File: src/rtl/ctrl_pkg.sv
// Shared encodings for the multi-cycle controller: state codes, opcodes, ALU ops,
// PC/ALU source selects and the instruction class enum.
package ctrl_pkg;

  localparam logic [2:0] StFetch  = 3'd0;
  localparam logic [2:0] StDecode = 3'd1;
  localparam logic [2:0] StExec   = 3'd2;
  localparam logic [2:0] StMem    = 3'd3;
  localparam logic [2:0] StWb     = 3'd4;
  localparam logic [2:0] StHalt   = 3'd5;

  localparam logic [5:0] OpRtype = 6'b000000;
  localparam logic [5:0] OpRet   = 6'b000001;
  localparam logic [5:0] OpJ     = 6'b000010;
  localparam logic [5:0] OpCall  = 6'b000011;
  localparam logic [5:0] OpBeq   = 6'b000100;
  localparam logic [5:0] OpDiv   = 6'b000101;
  localparam logic [5:0] OpAddi  = 6'b001000;
  localparam logic [5:0] OpAddiu = 6'b001001;
  localparam logic [5:0] OpAndi  = 6'b001100;
  localparam logic [5:0] OpOri   = 6'b001101;
  localparam logic [5:0] OpMul   = 6'b011100;
  localparam logic [5:0] OpLw    = 6'b100011;
  localparam logic [5:0] OpSw    = 6'b101011;
  localparam logic [5:0] OpHalt  = 6'b111111;

  localparam logic [2:0] AluAdd   = 3'b000;
  localparam logic [2:0] AluSub   = 3'b001;
  localparam logic [2:0] AluRtype = 3'b010;
  localparam logic [2:0] AluAnd   = 3'b011;
  localparam logic [2:0] AluOr    = 3'b100;

  localparam logic [1:0] PcSeq    = 2'b00;
  localparam logic [1:0] PcBranch = 2'b01;
  localparam logic [1:0] PcJump   = 2'b10;
  localparam logic [1:0] PcStack  = 2'b11;

  localparam logic [1:0] AluSrcReg = 2'b00;
  localparam logic [1:0] AluSrcImm = 2'b01;

  typedef enum logic [3:0] {
    ClsRtype,
    ClsImm,
    ClsLoad,
    ClsStore,
    ClsBranch,
    ClsJump,
    ClsCall,
    ClsRet,
    ClsHalt,
    ClsIllegal
  } op_class_e;

  function automatic logic is_mem(op_class_e cls);
    return (cls == ClsLoad) || (cls == ClsStore);
  endfunction

endpackage

File: src/rtl/ctrl_decode.sv
// Combinational opcode decoder: instruction class, ALU op/source, destination
// register select and legality.
module ctrl_decode
  import ctrl_pkg::*;
#(
  parameter int unsigned OPCODE_W = 6,
  parameter int unsigned ALUOP_W  = 3
) (
  input  logic [OPCODE_W-1:0] op,
  output op_class_e           op_class,
  output logic [ALUOP_W-1:0]  alu_op,
  output logic [1:0]          alu_src,
  output logic                reg_dst,
  output logic                legal
);

  always_comb begin
    op_class = ClsIllegal;
    alu_op   = ALUOP_W'(AluAdd);
    alu_src  = AluSrcReg;
    reg_dst  = 1'b0;
    case (op)
      OPCODE_W'(OpRtype), OPCODE_W'(OpMul), OPCODE_W'(OpDiv): begin
        op_class = ClsRtype;
        alu_op   = ALUOP_W'(AluRtype);
        reg_dst  = 1'b1;
      end
      OPCODE_W'(OpAddi): begin
        op_class = ClsImm;
        alu_src  = AluSrcImm;
      end
      OPCODE_W'(OpAddiu): begin
        op_class = ClsImm;
        alu_op   = ALUOP_W'(AluSub);
        alu_src  = AluSrcImm;
      end
      OPCODE_W'(OpAndi): begin
        op_class = ClsImm;
        alu_op   = ALUOP_W'(AluAnd);
        alu_src  = AluSrcImm;
      end
      OPCODE_W'(OpOri): begin
        op_class = ClsImm;
        alu_op   = ALUOP_W'(AluOr);
        alu_src  = AluSrcImm;
      end
      OPCODE_W'(OpLw): begin
        op_class = ClsLoad;
        alu_src  = AluSrcImm;
      end
      OPCODE_W'(OpSw): begin
        op_class = ClsStore;
        alu_src  = AluSrcImm;
      end
      OPCODE_W'(OpBeq): begin
        op_class = ClsBranch;
        alu_op   = ALUOP_W'(AluSub);
      end
      OPCODE_W'(OpJ):    op_class = ClsJump;
      OPCODE_W'(OpCall): op_class = ClsCall;
      OPCODE_W'(OpRet):  op_class = ClsRet;
      OPCODE_W'(OpHalt): op_class = ClsHalt;
      default: ;
    endcase
  end

  assign legal = (op_class != ClsIllegal);

endmodule

File: src/rtl/mcycle_ctrl.sv
// Multi-cycle CPU control FSM with memory-wait timeout. Define CTRL_PERF_EN to add
// the retired_cnt / cycle_cnt performance counters.
module mcycle_ctrl
  import ctrl_pkg::*;
#(
  parameter int unsigned OPCODE_W = 6,
  parameter int unsigned ALUOP_W  = 3,
  parameter int unsigned WAIT_MAX = 15
) (
  input  logic                clk,
  input  logic                reset,
  input  logic [OPCODE_W-1:0] opcode,
  input  logic                mem_ack,
  output logic [2:0]          stage,
  output logic                pc_write,
  output logic                ir_write,
  output logic                reg_dst,
  output logic                reg_write,
  output logic                mem_read,
  output logic                mem_write,
  output logic                mem_to_reg,
  output logic                push,
  output logic                pop,
  output logic                branch,
  output logic [1:0]          pc_src,
  output logic [1:0]          alu_src,
  output logic [ALUOP_W-1:0]  alu_op,
  output logic                halted,
  output logic                err_timeout,
`ifdef CTRL_PERF_EN
  output logic [31:0]         retired_cnt,
  output logic [31:0]         cycle_cnt,
`endif
  output logic                illegal
);

  localparam logic [7:0] WaitLast = 8'(WAIT_MAX - 1);

  logic [2:0]          state_q, state_d;
  logic [OPCODE_W-1:0] op_q, op_d;
  logic [7:0]          wait_q, wait_d;
  logic                err_q, err_d;
  logic [2:0]          st;
  logic [OPCODE_W-1:0] dec_op;
  op_class_e           dec_class;
  logic [ALUOP_W-1:0]  dec_alu_op;
  logic [1:0]          dec_alu_src;
  logic                dec_reg_dst;
  logic                dec_legal;
  logic                timeout;

  // op_q is only written at the end of DECODE, so DECODE itself decodes the live opcode.
  assign dec_op = (state_q == StDecode) ? opcode : op_q;

  ctrl_decode #(
    .OPCODE_W (OPCODE_W),
    .ALUOP_W  (ALUOP_W)
  ) u_decode (
    .op       (dec_op),
    .op_class (dec_class),
    .alu_op   (dec_alu_op),
    .alu_src  (dec_alu_src),
    .reg_dst  (dec_reg_dst),
    .legal    (dec_legal)
  );

  // Ack in the same cycle the counter would expire takes priority.
  assign timeout = !mem_ack && (wait_q == WaitLast);

  always_comb begin
    state_d = state_q;
    op_d    = op_q;
    err_d   = err_q;
    unique case (state_q)
      StFetch: begin
        if (mem_ack) begin
          state_d = StDecode;
        end else if (timeout) begin
          state_d = StHalt;
          err_d   = 1'b1;
        end
      end
      StDecode: begin
        op_d = opcode;
        if (!dec_legal) begin
          state_d = StFetch;
        end else begin
          case (dec_class)
            ClsJump, ClsCall, ClsRet: state_d = StFetch;
            ClsHalt:                  state_d = StHalt;
            default:                  state_d = StExec;
          endcase
        end
      end
      StExec: begin
        if (dec_class == ClsBranch) state_d = StFetch;
        else if (is_mem(dec_class)) state_d = StMem;
        else                        state_d = StWb;
      end
      StMem: begin
        if (mem_ack) begin
          state_d = (dec_class == ClsLoad) ? StWb : StFetch;
        end else if (timeout) begin
          state_d = StHalt;
          err_d   = 1'b1;
        end
      end
      StWb:    state_d = StFetch;
      StHalt:  state_d = StHalt;
      default: state_d = StFetch;
    endcase

    if (state_d != state_q) begin
      wait_d = 8'd0;
    end else if ((state_q == StFetch || state_q == StMem) && !mem_ack) begin
      wait_d = wait_q + 8'd1;
    end else begin
      wait_d = 8'd0;
    end
  end

  always_ff @(posedge clk) begin
    if (reset) begin
      state_q <= StFetch;
      op_q    <= '0;
      wait_q  <= 8'd0;
      err_q   <= 1'b0;
    end else begin
      state_q <= state_d;
      op_q    <= op_d;
      wait_q  <= wait_d;
      err_q   <= err_d;
    end
  end

  // While reset is held the outputs present the FETCH decode, not the stale state.
  assign st          = reset ? StFetch : state_q;
  assign err_timeout = err_q & ~reset;

  always_comb begin
    stage      = st;
    pc_write   = 1'b0;
    ir_write   = 1'b0;
    reg_dst    = 1'b0;
    reg_write  = 1'b0;
    mem_read   = 1'b0;
    mem_write  = 1'b0;
    mem_to_reg = 1'b0;
    push       = 1'b0;
    pop        = 1'b0;
    branch     = 1'b0;
    pc_src     = PcSeq;
    alu_src    = AluSrcReg;
    alu_op     = '0;
    halted     = 1'b0;
    illegal    = 1'b0;
    unique case (st)
      StFetch: begin
        mem_read = 1'b1;
        if (mem_ack && !reset) begin
          ir_write = 1'b1;
          pc_write = 1'b1;
          pc_src   = PcSeq;
        end
      end
      StDecode: begin
        illegal = !dec_legal;
        case (dec_class)
          ClsJump: begin
            pc_write = 1'b1;
            pc_src   = PcJump;
          end
          ClsCall: begin
            pc_write = 1'b1;
            pc_src   = PcJump;
            push     = 1'b1;
          end
          ClsRet: begin
            pc_write = 1'b1;
            pc_src   = PcStack;
            pop      = 1'b1;
          end
          default: ;
        endcase
      end
      StExec: begin
        alu_op  = dec_alu_op;
        alu_src = dec_alu_src;
        if (dec_class == ClsBranch) begin
          branch = 1'b1;
          pc_src = PcBranch;
        end
      end
      StMem: begin
        mem_read  = (dec_class == ClsLoad);
        mem_write = (dec_class == ClsStore);
      end
      StWb: begin
        reg_write  = 1'b1;
        reg_dst    = dec_reg_dst;
        mem_to_reg = (dec_class == ClsLoad);
      end
      StHalt:  halted = 1'b1;
      default: ;
    endcase
  end

`ifdef CTRL_PERF_EN
  logic [31:0] retired_q;
  logic [31:0] cycle_q;
  logic        retire;

  assign retire = (state_q inside {StDecode, StExec, StMem, StWb}) && (state_d == StFetch);

  always_ff @(posedge clk) begin
    if (reset) begin
      retired_q <= 32'd0;
      cycle_q   <= 32'd0;
    end else begin
      if (state_q != StHalt) cycle_q <= cycle_q + 32'd1;
      if (retire) retired_q <= retired_q + 32'd1;
    end
  end

  assign retired_cnt = retired_q;
  assign cycle_cnt   = cycle_q;
`endif

endmodule

File: config.mk
export PLATFORM = sky130hd
export DESIGN_NAME = mcycle_ctrl
export DESIGN_NICKNAME = d
export VERILOG_FILES = /design/src/rtl/ctrl_pkg.sv /design/src/rtl/ctrl_decode.sv /design/src/rtl/mcycle_ctrl.sv
export SDC_FILE = /design/constraint.sdc
export NUM_CORES = 1
export LEC_CHECK = 0
export ABC_AREA = 0
export CORE_AREA = 4 4 63 65
export DETAILED_ROUTE_END_ITERATION = 16
export DIE_AREA = 0 0 67 69
export PLACE_DENSITY = 0.74
export SYNTH_ARGS = -nofsm -noshare
export SYNTH_HDL_FRONTEND = slang
export SYNTH_SLANG_ARGS = --single-unit
File: constraint.sdc
create_clock -name clk -period 2.1 [get_ports clk]
set_clock_uncertainty 0.2 [all_clocks]
set_input_delay 0.21 -clock clk [delete_from_list [all_inputs] [get_ports clk]]
set_output_delay 0.21 -clock clk [all_outputs]
set_load 0.01 [all_outputs]
# Word-level counts from Yosys, hierarchy flattened
# Index checks and enable logic that the tools add are counted.
[word_totals]
regBits = 18
input_bits = 9
wordCells = 98
[op_classes]
n_mux = 37
eq_ne = 32
reduce_logical = 20
n_addsub = 1
n_bitwise = 4
[op_table]
columns = ["op", "n"]
rows = [
  ["$pmux 4 s9", 1],
  ["$mux 3", 9],
  ["$eq 6x4->1 const B", 4],
  ["$eq 6x6->1 const B", 3],
  ["$mux 1", 18],
  ["$eq 4x3->1 const B", 4],
  ["$pmux 3 s5", 1],
  ["$eq 3x2->1 const B", 4],
  ["$eq 6x2->1 const B", 2],
  ["$eq 6x3->1 const B", 2],
  ["$pmux 3 s4", 1],
  ["$eq 3x3->1 const B", 3],
  ["$reduce_or 3->1", 3],
  ["$add 8x1->8 const B", 1],
  ["$eq 4x2->1 const B", 2],
  ["$eq 8x4->1 const B", 1],
  ["$pmux 2 s2", 2],
  ["$eq 3x1->1 const B", 2],
  ["$eq 6x1->1 const B", 1],
  ["$eq 6x5->1 const B", 1],
  ["$logic_not 3->1", 2],
  ["$logic_not 6->1", 1],
  ["$mux 6", 1],
  ["$pmux 3 s2", 1],
  ["14 further kinds", 24],
]

# Longest topological paths before layout
[depth]
depth_word = 12
ltp_mapped = 7

# Modules after synthesis
# From an unflattened synthesis, not the netlist that was laid out.
[unflattened]
hier_cells = 177
hier_area_um2 = 1392.6
[by_module_without_submodules]
columns = ["mod", "area_each_um2", "cells_each", "n_inst"]
rows = [
  ["mcycle_ctrl", 1093.5, 130, 1],
  ["ctrl_decode", 299.0, 47, 1],
]

# Worst setup path after synthesis
# No wires, ideal clock.
[synth_timing]
path_type = "reg2out"
startpoint = "reg state_q[1]"
endpoint = "out illegal"
arrival_time_ns = 1.811
path_stages_with_launch = 7
path_buffers = 1
path_slack_ns = -0.121
cell_sequence = "dfxtp_1 nor3b_1 buf_2 mux2i_1 a21oi_1 a2111o_1 nor4_2"
[synth_between]
elab_chain_cells = 8
word_cells_on_any_way = 24
cone_classes = "eq/ne (16); mux (4); reduce/logical (4)"
[synth_lines]
columns = ["item", "line", "text"]
rows = [
  ["start: declaration", "mcycle_ctrl.sv:39", "logic [2:0] state_q, state_d;"],
  ["start signal: assignment", "mcycle_ctrl.sv:124", "state_q <= StFetch;"],
  ["start signal: assignment", "mcycle_ctrl.sv:129", "state_q <= state_d;"],
  ["$eq 3x1->1", "mcycle_ctrl.sv:53", "assign dec_op = (state_q == StDecode) ? opcode : op_q;"],
  ["$mux 6", "--", ""],
  ["$eq 6x4->1, or another cell as far along", "ctrl_decode.sv:22", "case (op)"],
  ["$reduce_or 4->1 (no line) / $reduce_or 3->1 (equally long branches)", "--", ""],
  ["$pmux 4 s9", "ctrl_decode.sv:22", ""],
  ["$ne 4x4->1", "ctrl_decode.sv:67", "assign legal = (op_class != ClsIllegal);"],
  ["$logic_not 1->1", "mcycle_ctrl.sv:167", "illegal = !dec_legal;"],
  ["$mux 1 *", "mcycle_ctrl.sv:157", "unique case (st)"],
  ["end: declaration", "mcycle_ctrl.sv:34", "output logic illegal"],
]
# Every way passes the cells marked *; elsewhere a longest branch is shown, timed or not.

# Worst setup path in the final report
[layout_timing]
startpoint = "reg state_q[2]"
endpoint = "out mem_write"
[layout_between]
elab_chain_cells = 7
word_cells_on_any_way = 23
cone_classes = "eq/ne (16); mux (4); reduce/logical (3)"
[layout_lines]
columns = ["item", "line", "text"]
rows = [
  ["$eq 3x1->1", "mcycle_ctrl.sv:53", ""],
  ["$mux 6", "--", ""],
  ["$eq 6x4->1, or another cell as far along", "ctrl_decode.sv:22", ""],
  ["$reduce_or 4->1 (no line) / $reduce_or 3->1 (equally long branches)", "--", ""],
  ["$pmux 4 s9", "ctrl_decode.sv:22", ""],
  ["$eq 4x2->1", "mcycle_ctrl.sv:196", "mem_write = (dec_class == ClsStore);"],
  ["$mux 1 *", "mcycle_ctrl.sv:157", ""],
  ["end: declaration", "mcycle_ctrl.sv:20", "output logic mem_write,"],
]
# Marks and branches as above.

==> impl_metrics.yaml <==
route:
  drt-initial-drc-count: 194
  viasPerCell: 6.04
  routedWlPerCell_um: 19.1
  vias: 2181
  drc: 0
  ant_nets: 0
  drt_first_pass_iters: 5
  wl_um: 6880
place:
  gp_congestion: 0.936
  place_inst: 345
  dp_hpwl_um: 4190
  numPortBuffers: 30
sta:
  hold_viol: 0
  min_period_ps: 2750
  fin_crit_sh_pct: 131
  max_freq_mhz: 364
  fin_hold_ws_ps: 296
  fin_ws_ps: -646
  rsz0062_at_grt: "yes"
  setup_tns_ps: -8210
  setup_viol: 18
  finalMaxSlewViolations: 0
logic_synthesis:
  synth_nets: 225
  synth_cells: 214
  ys.flop_type: "dfxtp_1"
  async_reset_ff_share_pct: 0
  syn_area_per_cell_sq_um: 7.21
  yosysWarnings: 0
  netlist_area_sq_mm: 0.00154
  ys_types: 52
  synth_edf_count: 0
  ys_ff_latch: 18
  yosysSeqAreaShare_pct: 23.4
grt:
  use_met2_pct: 42.5
  grt_max_degree: 17
  grt_use_total_pct: 27.0
  grt_pass1_vias: 2095
  grt_pass1_wl_um: 9920
  busiest_layer: "met2"
  met3_usage_pct: 4.22
  grt.met1_usage_pct: 35.0
  overflow: 0
  antenna_found_initial: 0
worst_setup_path:
  cp.required_ps: 1690
  start_kind: "flip-flop"
  crit_type: "flip-flop to primary output"
  crit_arrival_ps: 2340
  endpoint_kind: "primary output"
  cp_max_fo: 5
layout:
  fin_cells: 361
  fin_nets: 328
  diodes: 0
  areaGrowthSynthToFinish_pct: 78.0
  postLayoutCoreUtil_pct: 82.3
  drive_gt1_share_pct: 46.7
status:
  status: "finished, violations left"
  violations: "setup timing"
clocking:
  cts.sinks: 18
  clock_path_buffers: 2
  h-tree-depth: 1
  numCtsBuffers: 3
  clock_latency_ps: 280
  cts_tree: "yes"
  clk_pin_slew_ps: 100
  root_buffer: "clkbuf_4"
pwr:
  p_clk_share_pct: 13.4
  swShare_pct: 36.3
  p_comb_share_pct: 55.1
  finalPower_mw: 1.16
  internal_power_mw: 0.742
  p_per_area_mw_per_mm2: 424
  p_seq_share_pct: 31.6
  switchingPower_mw: 0.422
  p_leak_nw: 1.19
  ir_drop_mv: 0.453
floorplan:
  die_w_um: 67
  dieArea_sq_mm: 0.00462
  coreArea_sq_mm: 0.00334
  ios: 32
  initial_utilization_pct: 46.2
  die_h_um: 69
  rows: 21
min_path:
  hold_class: "flip-flop to flip-flop"
job:
  drv_cap: 0
[logic make-up after synthesis]
group	count (synthesis)	synth area share (%)
xor+xnor	7	3.97
simple gates	106	36.3
other cells	1	0.243
mux	7	4.62
fa+ha+maj	2	1.62
flops	18	23.4
compound gates	50	23.5
buf+inv	23	6.33
[synth_stat cells, types with 3 or more instances]
library cell	instances	share of area, %
a211oi_1	3	1.5
a21oi_1	12	3.9
a31oi_1	5	2.0
and2_1	3	1.2
and3_1	3	1.2
buf_2	3	0.97
clkbuf_1	11	2.7
dfxtp_1	18	23
inv_1	7	1.7
mux2i_1	6	3.9
nand2_1	14	3.4
nand2b_1	4	1.6
nand3_1	6	1.9
nand3b_1	3	1.5
nand4_1	6	2.4
nor2_1	34	8.3
nor2b_1	3	1.2
nor3_1	10	3.2
o21ai_0	4	1.3
o22ai_1	4	1.6
o311ai_0	3	1.7
o31ai_1	4	1.9
or3_1	8	3.2
xor2_1	6	3.4
[timing repair]
| action | in CTS | in global routing |
|---|---|---|
| gates cloned | 1 | 0 |
| endpoints found under the setup margin | 23 | 20 |
| resized for setup | 113 | 17 |
| hold endpoints to repair | 0 | 0 |
| buffers inserted | 10 | 2 |
| hold buffers | 0 | 0 |
| pin swaps | 17 | 13 |
[power groups by stage]
stage               Sequential (mW)  Clock [mW]  Combinational (mW)
finish                        0.367       0.156               0.641
global route                  0.369       0.175               0.667
CTS                           0.367       0.162               0.561
detailed placement            0.373           0               0.458
global placement              0.372           0               0.455
floorplan                     0.374           0               0.228
[stage by stage]
stage / setup slack [ps] / cell area (sq um)
after floorplan: -56.5 / 1580
after global placement: -800 / 2420
after detailed placement: -827 / 2420
after CTS: -628 / 2660
after global routing: -685 / 2750
final: -646 / 2750
[worst paths after layout]
check / startpoint / slack (ps) / cells after the start / to
setup reg to reg: state_q[0]$_SDFF_PP0_ / -410 / 10 / state_q[2]$_SDFF_PP0_
hold reg to reg: op_q[1]$_SDFF_PP0_ / 300 / 2 / op_q[1]$_SDFF_PP0_
setup / recovery: state_q[2]$_SDFF_PP0_ / -650 / 8 / mem_write
hold / removal: op_q[1]$_SDFF_PP0_ / 300 / 2 / op_q[1]$_SDFF_PP0_
[state kept, by name, summed over array words and instances (netlist names)]
name and cells:
wait_q 8, op_q 6, state_q 3, err_q 1
[worst max-delay path, cell delays in order, from the launching register on]
cell	delay (ps)
dfxtp_2	360
or3b_4	430
buf_6	150
or4_4	430
o41ai_4	90
a21oi_2	120
buf_4	150
a211oi_2	180
buf_2	160
[per-layer routing]
metal / routed length, um / vias up / share of wire [%]
met2: 3220 / 138 / 47
met1: 2790 / 1011 / 41
met4: 320 / 0 / 4.7
met5: 0 / - / 0
met3: 550 / 44 / 8.0
li1: - / 988 / -
[final cells by class]
| cell class | instances | area, sq um |
|---|---|---|
| multi-input cells | 173 | 1330 |
| repair buffers | 114 | 948 |
| fillers | 189 | 591 |
| flip-flops and latches | 18 | 367 |
| well taps | 46 | 57.6 |
| inverters | 7 | 26.3 |
| clock buffers | 3 | 22.5 |
[cells in the final DEF, fill, tap and decap left out, types with 5 or more instances in the layout]
| cell type | n |
|---|---|
| nor3_2 | 5 |
| xor2_1 | 6 |
| a21oi_1 | 7 |
| clkdlybuf4s50_1 | 10 |
| nor2_1 | 30 |
| or3_1 | 6 |
| a211oi_2 | 5 |
| buf_6 | 18 |
| buf_2 | 14 |
| nand4_1 | 6 |
| a31oi_1 | 5 |
| buf_4 | 65 |
| nand2_1 | 14 |
| inv_1 | 7 |
| dfxtp_1 | 15 |
(Power assumes the default switching activity.)
